<file path="src/rtl/reg_file_pkg.sv">
// Shared constants and byte-lane helpers for the multi-port register file.
package reg_file_pkg;

  localparam int DEF_DATA_W = 16;
  localparam int DEF_ADDR_W = 4;
  localparam int MAX_W      = 256;
  localparam int MAX_BE     = MAX_W / 8;

  function automatic int byte_lanes(input int w);
    return w / 8;
  endfunction

  // Operates on the widest supported word; callers widen/narrow with size casts.
  function automatic logic [MAX_W-1:0] merge_bytes(input logic [MAX_W-1:0]  old_v,
                                                    input logic [MAX_W-1:0]  new_v,
                                                    input logic [MAX_BE-1:0] be);
    logic [MAX_W-1:0] r;
    r = old_v;
    for (int i = 0; i < MAX_BE; i++) begin
      if (be[i]) r[i*8 +: 8] = new_v[i*8 +: 8];
    end
    return r;
  endfunction

endpackage

</file>
<file path="src/rtl/reg_file_rd_port.sv">
// One read port: range check, zero register, write bypass and optional output register.
module reg_file_rd_port
  import reg_file_pkg::*;
#(
  parameter int DATA_W   = DEF_DATA_W,
  parameter int ADDR_W   = DEF_ADDR_W,
  parameter int DEPTH    = 16,
  parameter int ZERO_REG = 0,
  parameter int BYPASS   = 1,
  parameter int REG_OUT  = 0
) (
  input  logic                    clk,
  input  logic                    rst_n,
  input  logic [ADDR_W-1:0]       raddr,
  input  logic [DEPTH*DATA_W-1:0] mem_flat,
  input  logic [DEPTH-1:0]        written,
  input  logic                    wr0_ok,
  input  logic [ADDR_W-1:0]       waddr0,
  input  logic [DATA_W/8-1:0]     wbe0,
  input  logic [DATA_W-1:0]       wdata0,
  input  logic                    wr1_ok,
  input  logic [ADDR_W-1:0]       waddr1,
  input  logic [DATA_W/8-1:0]     wbe1,
  input  logic [DATA_W-1:0]       wdata1,
  output logic [DATA_W-1:0]       rdata,
  output logic                    rvalid
);

  logic [DATA_W-1:0] rd_c, rd_q;
  logic              rv_c, rv_q;

  function automatic logic [DATA_W-1:0] merge_lanes(input logic [DATA_W-1:0]   o,
                                                     input logic [DATA_W-1:0]   n,
                                                     input logic [DATA_W/8-1:0] be);
    return DATA_W'(merge_bytes(MAX_W'(o), MAX_W'(n), MAX_BE'(be)));
  endfunction

  // Port 1 is merged last so it overrides port 0 on shared bytes.
  always_comb begin
    rd_c = '0;
    rv_c = 1'b0;
    if (int'(raddr) < DEPTH) begin
      if (ZERO_REG != 0 && raddr == '0) begin
        rv_c = 1'b1;
      end else begin
        rd_c = mem_flat[int'(raddr)*DATA_W +: DATA_W];
        rv_c = written[int'(raddr)];
        if (BYPASS != 0) begin
          if (wr0_ok && waddr0 == raddr) begin
            rd_c = merge_lanes(rd_c, wdata0, wbe0);
            rv_c = rv_c | (|wbe0);
          end
          if (wr1_ok && waddr1 == raddr) begin
            rd_c = merge_lanes(rd_c, wdata1, wbe1);
            rv_c = rv_c | (|wbe1);
          end
        end
      end
    end
  end

  // Flops are pruned by synthesis when the combinational path is selected.
  always_ff @(posedge clk or negedge rst_n) begin
    if (!rst_n) begin
      rd_q <= '0;
      rv_q <= 1'b0;
    end else begin
      rd_q <= rd_c;
      rv_q <= rv_c;
    end
  end

  assign rdata  = (REG_OUT != 0) ? rd_q : rd_c;
  assign rvalid = (REG_OUT != 0) ? rv_q : rv_c;

endmodule

</file>
<file path="src/rtl/reg_file_mp.sv">
// Multi-port register file: two byte-enabled write ports, NUM_RD read ports,
// per-register written-since-reset flags.
module reg_file_mp
  import reg_file_pkg::*;
#(
  parameter int DATA_W   = DEF_DATA_W,
  parameter int ADDR_W   = DEF_ADDR_W,
  parameter int DEPTH    = 16,
  parameter int NUM_RD   = 2,
  parameter int ZERO_REG = 0,
  parameter int BYPASS   = 1,
  parameter int REG_OUT  = 0
) (
  input  logic                     clk,
  input  logic                     rst_n,
  input  logic                     we0,
  input  logic [ADDR_W-1:0]        waddr0,
  input  logic [DATA_W/8-1:0]      wbe0,
  input  logic [DATA_W-1:0]        wdata0,
  input  logic                     we1,
  input  logic [ADDR_W-1:0]        waddr1,
  input  logic [DATA_W/8-1:0]      wbe1,
  input  logic [DATA_W-1:0]        wdata1,
  input  logic [NUM_RD*ADDR_W-1:0] raddr,
  output logic [NUM_RD*DATA_W-1:0] rdata,
  output logic [NUM_RD-1:0]        rvalid
);

  localparam int NB = byte_lanes(DATA_W);

  logic [DATA_W-1:0]       mem     [DEPTH];
  logic [DATA_W-1:0]       mem_nxt [DEPTH];
  logic [DEPTH-1:0]        written, written_nxt;
  logic [DEPTH*DATA_W-1:0] mem_flat;
  logic                    wr0_ok, wr1_ok;

  function automatic logic target_ok(input logic [ADDR_W-1:0] a);
    return (int'(a) < DEPTH) && !(ZERO_REG != 0 && a == '0);
  endfunction

  function automatic logic [DATA_W-1:0] merge_lanes(input logic [DATA_W-1:0] o,
                                                     input logic [DATA_W-1:0] n,
                                                     input logic [NB-1:0]     be);
    return DATA_W'(merge_bytes(MAX_W'(o), MAX_W'(n), MAX_BE'(be)));
  endfunction

  // Gating with rst_n keeps the bypass path quiet while reset is held.
  assign wr0_ok = rst_n && we0 && target_ok(waddr0);
  assign wr1_ok = rst_n && we1 && target_ok(waddr1);

  always_comb begin
    for (int i = 0; i < DEPTH; i++) begin
      mem_nxt[i]     = mem[i];
      written_nxt[i] = written[i];
      if (wr0_ok && int'(waddr0) == i) begin
        mem_nxt[i]     = merge_lanes(mem_nxt[i], wdata0, wbe0);
        written_nxt[i] = written_nxt[i] | (|wbe0);
      end
      if (wr1_ok && int'(waddr1) == i) begin
        mem_nxt[i]     = merge_lanes(mem_nxt[i], wdata1, wbe1);
        written_nxt[i] = written_nxt[i] | (|wbe1);
      end
    end
  end

  always_ff @(posedge clk or negedge rst_n) begin
    if (!rst_n) begin
      for (int i = 0; i < DEPTH; i++) mem[i] <= '0;
      written <= '0;
    end else begin
      for (int i = 0; i < DEPTH; i++) mem[i] <= mem_nxt[i];
      written <= written_nxt;
    end
  end

  always_comb begin
    mem_flat = '0;
    for (int i = 0; i < DEPTH; i++) mem_flat[i*DATA_W +: DATA_W] = mem[i];
  end

  for (genvar k = 0; k < NUM_RD; k++) begin : g_rd
    reg_file_rd_port #(
      .DATA_W   (DATA_W),
      .ADDR_W   (ADDR_W),
      .DEPTH    (DEPTH),
      .ZERO_REG (ZERO_REG),
      .BYPASS   (BYPASS),
      .REG_OUT  (REG_OUT)
    ) u_rd (
      .clk      (clk),
      .rst_n    (rst_n),
      .raddr    (raddr[k*ADDR_W +: ADDR_W]),
      .mem_flat (mem_flat),
      .written  (written),
      .wr0_ok   (wr0_ok),
      .waddr0   (waddr0),
      .wbe0     (wbe0),
      .wdata0   (wdata0),
      .wr1_ok   (wr1_ok),
      .waddr1   (waddr1),
      .wbe1     (wbe1),
      .wdata1   (wdata1),
      .rdata    (rdata[k*DATA_W +: DATA_W]),
      .rvalid   (rvalid[k])
    );
  end

endmodule

</file>
<file path="config.mk">
export PLATFORM = sky130hd
export DESIGN_NAME = reg_file_mp
export DESIGN_NICKNAME = d
export VERILOG_FILES = /design/src/rtl/reg_file_pkg.sv /design/src/rtl/reg_file_rd_port.sv /design/src/rtl/reg_file_mp.sv
export SDC_FILE = /design/constraint.sdc
export NUM_CORES = 1
export LEC_CHECK = 0
export CORE_AREA = 2 2 164 230
export CTS_BUF_LIST = sky130_fd_sc_hd__clkbuf_16
export CTS_CLUSTER_DIAMETER = 100
export DETAILED_ROUTE_END_ITERATION = 12
export DIE_AREA = 0 0 166 232
export PLACE_DENSITY = 0.66
export SETUP_SLACK_MARGIN = 0.05
export SYNTH_ARGS = -nofsm -noshare
export SYNTH_HDL_FRONTEND = slang
export SYNTH_SLANG_ARGS = --single-unit
export TNS_END_PERCENT = 10
</file>
<file path="constraint.sdc">
create_clock -name clk -period 7.1 [get_ports clk]
set_clock_uncertainty 0.15 [all_clocks]
set_input_delay 1.42 -clock clk [delete_from_list [all_inputs] [get_ports clk]]
set_output_delay 1.42 -clock clk [all_outputs]
set_load 0.01 [all_outputs]
</file>
; ---- Yosys cells after proc, flatten, opt, wreduce, memory -nomap -nowiden
; Index checks and enable logic that the tools add are counted.
; Widths: inputs -> output; s select.
[classes]
n_eq_ne = 34
shifts = 2
n_bitwise = 36
n_reduce_logical = 42
muxes = 148
order_cmp = 2
[op_table]
columns = operator, n
row1 = $mux 16, 36
row2 = $mux 8, 72
row3 = $shiftx 256x9->16, 2
row4 = $eq 4x4->1 const B, 16
row5 = $logic_and 1x1->1, 38
row6 = $mux 1, 38
row7 = $or 1x1->1, 36
row8 = $eq 4x3->1 const B, 8
row9 = $eq 4x2->1 const B, 4
row10 = $eq 4x4->1, 4
row11 = $lt 4x5->1 const B, 2
row12 = $bmux 1 s4, 2
row13 = $eq 4x1->1 const B, 2
row14 = $logic_not 4->1, 2
row15 = $reduce_or 2->1, 2
[word_totals]
ff_bits = 272
word_cells = 281

; ---- Longest topological paths before layout
[logic_depth]
word_depth = 6
mapped_depth = 10

; ---- By module
; A second synthesis with hierarchy kept.
[unflattened]
hier_cells = 1687
area_unflattened_um2 = 18106.1
[by_module_without_submodules]
columns = mod, area_per_inst_um2, seq_area_each_um2, n_inst, cells_per_inst
row1 = reg_file_mp, 12756.0, 6806.5, 1, 1175
row2 = reg_file_rd_port, 2675.1, 0.0, 2, 256

; ---- Worst setup path before layout
; OpenSTA, ideal clock, no wires.
[synth_timing]
path_kind = in2out
from = input raddr[1]
to = output rvalid[0]
cell_stages = 8
arrival_ns = 3.013
n_path_buf = 5
setup_slack_ns = 2.517
cell_sequence = buf_6 -> buf_6 -> buf_6 -> buf_4 -> mux4_1 -> mux2_2 -> a211o_1 -> buf_4
[synth_between]
elab_chain_len = 6
[synth_lines]
columns = item, line
row1 = "start, declared", reg_file_mp.sv:24  ; input logic [NUM_RD*ADDR_W-1:0] raddr,
row2 = $bmux 1 s4, reg_file_rd_port.sv:47  ; rv_c = written[int'(raddr)];
row3 = $mux 1 (implied by the code), reg_file_rd_port.sv:47
row4 = $or 1x1->1, reg_file_rd_port.sv:51  ; rv_c = rv_c | (|wbe0);
row5 = $mux 1, reg_file_rd_port.sv:49  ; if (wr0_ok && waddr0 == raddr) begin
row6 = $or 1x1->1, reg_file_rd_port.sv:55  ; rv_c = rv_c | (|wbe1);
row7 = $mux 1 *, reg_file_rd_port.sv:53  ; if (wr1_ok && waddr1 == raddr) begin
row8 = "end, declared", reg_file_mp.sv:26  ; output logic [NUM_RD-1:0] rvalid
; Every way passes the cells marked *; elsewhere a longest branch is shown, timed or not. The select of a mux whose other input is x is not followed.

; ---- Worst setup path in the final report
[layout_timing]
from = input raddr[7]
to = output rdata[27]
[layout_between]
elab_chain_len = 5
[layout_lines]
columns = item, line
row1 = $shiftx 256x9->16 / $eq 4x4->1 (equally long branches), "reg_file_rd_port.sv:46, reg_file_rd_port.sv:49"
row2 = $mux 8 / $logic_and 1x1->1 (equally long branches), "reg_file_pkg.sv:20, reg_file_rd_port.sv:49"
row3 = $mux 16, reg_file_rd_port.sv:49
row4 = $mux 8, reg_file_pkg.sv:20  ; if (be[i]) r[i*8 +: 8] = new_v[i*8 +: 8];
row5 = $mux 16 *, reg_file_rd_port.sv:53
row6 = "end, declared", reg_file_mp.sv:25  ; output logic [NUM_RD*DATA_W-1:0] rdata,
; Every way passes the cells marked *; elsewhere a longest branch is shown, timed or not.

==> metrics.txt <==
# TYPE chip_impl_metric gauge
chip_impl_info{name="critical_path_cell_by_cell",value="clkdlybuf4s50_1 > nor2b_1 > buf_4 > a22oi_1 > nand2_1 > nand2_1 > a31oi_1 > clkdlybuf4s50_1"} 1
chip_impl_metric{name="design.core.area",unit="um2"} 36500
chip_impl_metric{name="via_count",unit=""} 14991
chip_impl_metric{name="power_leakage",unit="uW"} 0.00962
chip_impl_metric{name="postLayoutCoreUtil",unit="%"} 54.5
chip_impl_metric{name="dieHeight",unit="um"} 232
chip_impl_info{name="critPathLaunchType",value="input port"} 1
chip_impl_metric{name="yosysWarnings",unit=""} 0
chip_impl_info{name="critical_path.endpoint_type",value="output port"} 1
chip_impl_metric{name="std_cell_rows",unit=""} 83
chip_impl_metric{name="timing.critical_path.buf_inv",unit=""} 3
chip_impl_metric{name="fraction_of_layout_instances_using_a_drive_strength_above_1",unit="%"} 12.3
chip_impl_info{name="criticalPathCategory",value="in2out"} 1
chip_impl_metric{name="cts.clk_slew.worst_paths",unit="ps"} 60
chip_impl_metric{name="finalSetupViolations",unit=""} 0
chip_impl_metric{name="synth-async-reset-ratio",unit="%"} 100
chip_impl_metric{name="critPathMaxFanout",unit=""} 10
chip_impl_metric{name="powerDensity",unit="nW/um2"} 264
chip_impl_metric{name="pre_cts_slack",unit="ps"} 661
chip_impl_metric{name="slew-limit-headroom",unit="%"} 8.66
chip_impl_metric{name="worst_ep_arrival_time",unit="ps"} 4990
chip_impl_metric{name="detailed_route_wire_length",unit="um"} 63400
chip_impl_metric{name="area_growth",unit="%"} 10.0
chip_impl_metric{name="design.portCount",unit=""} 90
chip_impl_metric{name="critPathRequiredTime",unit="ps"} 5530
chip_impl_metric{name="clock_tree.htree_level_count",unit=""} 1
chip_impl_info{name="crit_family",value="buffers and inverters"} 1
chip_impl_metric{name="grt_pass1_vias",unit=""} 14887
chip_impl_metric{name="yosys.cell_types.count",unit=""} 46
chip_impl_info{name="tritoncts_clock_tree",value="built"} 1
chip_impl_metric{name="die-width",unit="um"} 166
chip_impl_metric{name="initial_utilization",unit="%"} 49.5
chip_impl_metric{name="drt_pre_antenna_iters",unit=""} 5
chip_impl_info{name="clock_tree.root_cell",value="sky130_fd_sc_hd__clkbuf_16"} 1
chip_impl_metric{name="timing_hold_violations_final",unit=""} 0
chip_impl_metric{name="maxCapViolations",unit=""} 0
chip_impl_metric{name="tightestPinTransition",unit="ps"} 1370
chip_impl_metric{name="vdd_drop_max",unit="mV"} 0.206
chip_impl_info{name="outcome",value="finished, final reports clean"} 1
chip_impl_metric{name="final_min_period_over_clock_period",unit="%"} 92.4
chip_impl_metric{name="post-cts-setup-buffer-count",unit=""} 0
chip_impl_metric{name="place_hpwl",unit="um"} 41300
chip_impl_info{name="synthFlopType",value="sky130_fd_sc_hd__dfrtp_1"} 1
chip_impl_metric{name="route.detailed.vias_per_inst",unit=""} 6.69
chip_impl_metric{name="drc_errors",unit=""} 0
chip_impl_metric{name="setup_tns",unit="ps"} 0
chip_impl_metric{name="slowest_delay",unit="ps"} 1060
chip_impl_metric{name="post-route-min-period",unit="ps"} 6560
chip_impl_metric{name="routability_congestion_estimate_from_global_placement",unit=""} 0.940
chip_impl_metric{name="placement.cell_area",unit="um2"} 18900
chip_impl_metric{name="track_usage",unit="%"} 33.0
chip_impl_metric{name="syn_nets",unit=""} 1844
chip_impl_metric{name="grt_pass1_wl",unit="um"} 95900
chip_impl_info{name="slowest_stage",value="sky130_fd_sc_hd__nor2b_1"} 1
chip_impl_metric{name="synth.ff_latch_count",unit=""} 272
chip_impl_metric{name="drv_slew",unit=""} 0
chip_impl_metric{name="initialDrtViolationCount",unit=""} 1536
chip_impl_metric{name="clock_sink_count",unit=""} 272
chip_impl_metric{name="port-buffer-count",unit=""} 89
chip_impl_metric{name="global_route.overflow_total",unit=""} 0
chip_impl_metric{name="summed_instance_area_of_the_synthesized_netlist",unit="um2"} 18100
chip_impl_metric{name="antenna_violating_nets_post_route",unit=""} 0
chip_impl_metric{name="register_area_share_after_synthesis",unit="%"} 37.7
chip_impl_metric{name="syn-instance-count",unit=""} 1788
chip_impl_metric{name="post_synth.cell_area_avg",unit="um2"} 10.1
chip_impl_metric{name="clock_tree_buffer_depth",unit=""} 3
chip_impl_metric{name="die_area",unit="um2"} 38500
chip_impl_metric{name="largest_net_degree_at_the_start_of_global_routing",unit=""} 125
chip_impl_metric{name="post_synth_edffs",unit=""} 0
chip_impl_metric{name="finalNetCount",unit=""} 1805
chip_impl_metric{name="finalInstanceArea",unit="um2"} 19900
chip_impl_metric{name="worstSkewPairLatency",unit="ps"} 580
chip_impl_info{name="hold_class",value="reg2reg"} 1
chip_impl_metric{name="cts_made_buffers",unit=""} 31
chip_impl_metric{name="layout_setup_ws",unit="ps"} 542
chip_impl_info{name="rsz0062_at_grt",value="false"} 1
chip_impl_metric{name="cts_hold_buf",unit=""} 0
chip_impl_metric{name="max_clock_freq",unit="GHz"} 0.152
chip_impl_metric{name="antenna_found_initial",unit=""} 4
chip_impl_metric{name="detail_route.wl_per_cell",unit="um"} 28.3
chip_impl_metric{name="cts.repair.resized",unit=""} 0
## layout by cell type (no fill, tap or decap), types with 3 or more instances in the layout
master	instances
sky130_fd_sc_hd__mux2i_1	287
sky130_fd_sc_hd__dfrtp_1	272
sky130_fd_sc_hd__nor2_1	224
sky130_fd_sc_hd__a21oi_1	184
sky130_fd_sc_hd__nand2_1	172
sky130_fd_sc_hd__mux4_2	123
sky130_fd_sc_hd__o21ai_0	85
sky130_fd_sc_hd__clkdlybuf4s50_1	82
sky130_fd_sc_hd__nand3_1	36
sky130_fd_sc_hd__clkbuf_16	31
sky130_fd_sc_hd__a22oi_1	29
sky130_fd_sc_hd__a31oi_1	28
sky130_fd_sc_hd__buf_4	27
sky130_fd_sc_hd__nor2b_1	24
sky130_fd_sc_hd__a211o_1	16
sky130_fd_sc_hd__a211oi_1	15
sky130_fd_sc_hd__xor2_1	12
sky130_fd_sc_hd__inv_1	12
sky130_fd_sc_hd__nor3_1	8
sky130_fd_sc_hd__mux4_1	8
sky130_fd_sc_hd__nand4b_1	8
sky130_fd_sc_hd__and3_1	7
sky130_fd_sc_hd__nor2_2	7
sky130_fd_sc_hd__clkinv_1	7
sky130_fd_sc_hd__clkinv_2	7
sky130_fd_sc_hd__and2_1	5
sky130_fd_sc_hd__nand4_1	5
sky130_fd_sc_hd__o211ai_1	4
sky130_fd_sc_hd__o22ai_1	4
sky130_fd_sc_hd__xnor2_1	4
sky130_fd_sc_hd__nor3b_1	4
sky130_fd_sc_hd__a2111o_1	4
sky130_fd_sc_hd__mux2_2	3
sky130_fd_sc_hd__bufinv_16	3
## logic make-up after synthesis
family,Yosys count,share of synthesized area (%)
compound gates,374,11.8
xor+xnor,16,0.776
buf+inv,191,4.87
flops,272,37.7
mux,421,32.6
simple gates,514,12.2
## synth_stat cells (28+ instances only)
cell type / n / area share, %
sky130_fd_sc_hd__a21oi_1: 184 / 5.1
sky130_fd_sc_hd__a22oi_1: 29 / 1.2
sky130_fd_sc_hd__a31oi_1: 28 / 0.97
sky130_fd_sc_hd__buf_1: 34 / 0.71
sky130_fd_sc_hd__buf_2: 34 / 0.94
sky130_fd_sc_hd__clkbuf_1: 99 / 2.1
sky130_fd_sc_hd__dfrtp_1: 272 / 38
sky130_fd_sc_hd__mux2i_1: 287 / 16
sky130_fd_sc_hd__mux4_2: 123 / 15
sky130_fd_sc_hd__nand2_1: 172 / 3.6
sky130_fd_sc_hd__nand3_1: 36 / 1.0
sky130_fd_sc_hd__nor2_1: 231 / 4.8
sky130_fd_sc_hd__o21ai_0: 85 / 2.4
## routing by layer
metal,global-route usage (%),vias up,share of wire [%]
met4,22.2,6,7.7
met2,53.4,900,47
met3,5.32,273,8.5
met1,41.1,7370,37
met5,0,-,0.052
li1,-,6442,-
## worst reg2reg max path, delay by kind of cell (launching register included)
family / cells / cell delay (ps)
AOI/OAI and AO/OA: 1 / 200
DFF: 1 / 440
and+or+nand+nor: 1 / 90
## area by class of cell
class / instances / area, um2
inverters: 5 / 18.8
flip-flops and latches: 272 / 6810
multi-input cells: 1325 / 10400
well taps: 467 / 584
clock buffers: 31 / 776
repair buffers: 114 / 1090
fillers: 3202 / 16600
clock inverters: 26 / 193
diodes: 2 / 5.00
## flip-flops by register name (all words and copies together), names as in the netlist
name,flops
mem,256
written,16
## through the flow
step / cells / power [uW] / hold WS (ps)
floorplan: 1788 / 3200 / 301
global placement: 2183 / 3610 / 332
detailed placement: 2183 / 3670 / 330
CTS: 2240 / 5250 / 343
global route: 2241 / 5480 / 369
finish: 2242 / 5250 / 345
## power by group
| part | leakage [uW] | switching, uW | internal (uW) | total, uW |
|---|---|---|---|---|
| sequential | 0.00336 | 320 | 1940 | 2260 |
| combinational | 0.00576 | 617 | 789 | 1410 |
| clock | 0.000500 | 690 | 894 | 1580 |
## worst paths after layout
path	startpoint	endpoint	slack (ps)	depth (start not counted)
max	raddr[7]	rdata[27]	540	8
min	written[11]$_DFF_PN0_	written[11]$_DFF_PN0_	350	1
max reg2reg	written[9]$_DFF_PN0_	written[9]$_DFF_PN0_	6060	2
min reg2reg	written[11]$_DFF_PN0_	written[11]$_DFF_PN0_	350	1
max in group asynchronous	rst_n	mem[197]$_DFF_PN0_	4020	3
min in group asynchronous	rst_n	mem[218]$_DFF_PN0_	650	1
Note: power is estimated with default switching activity, not from simulation.
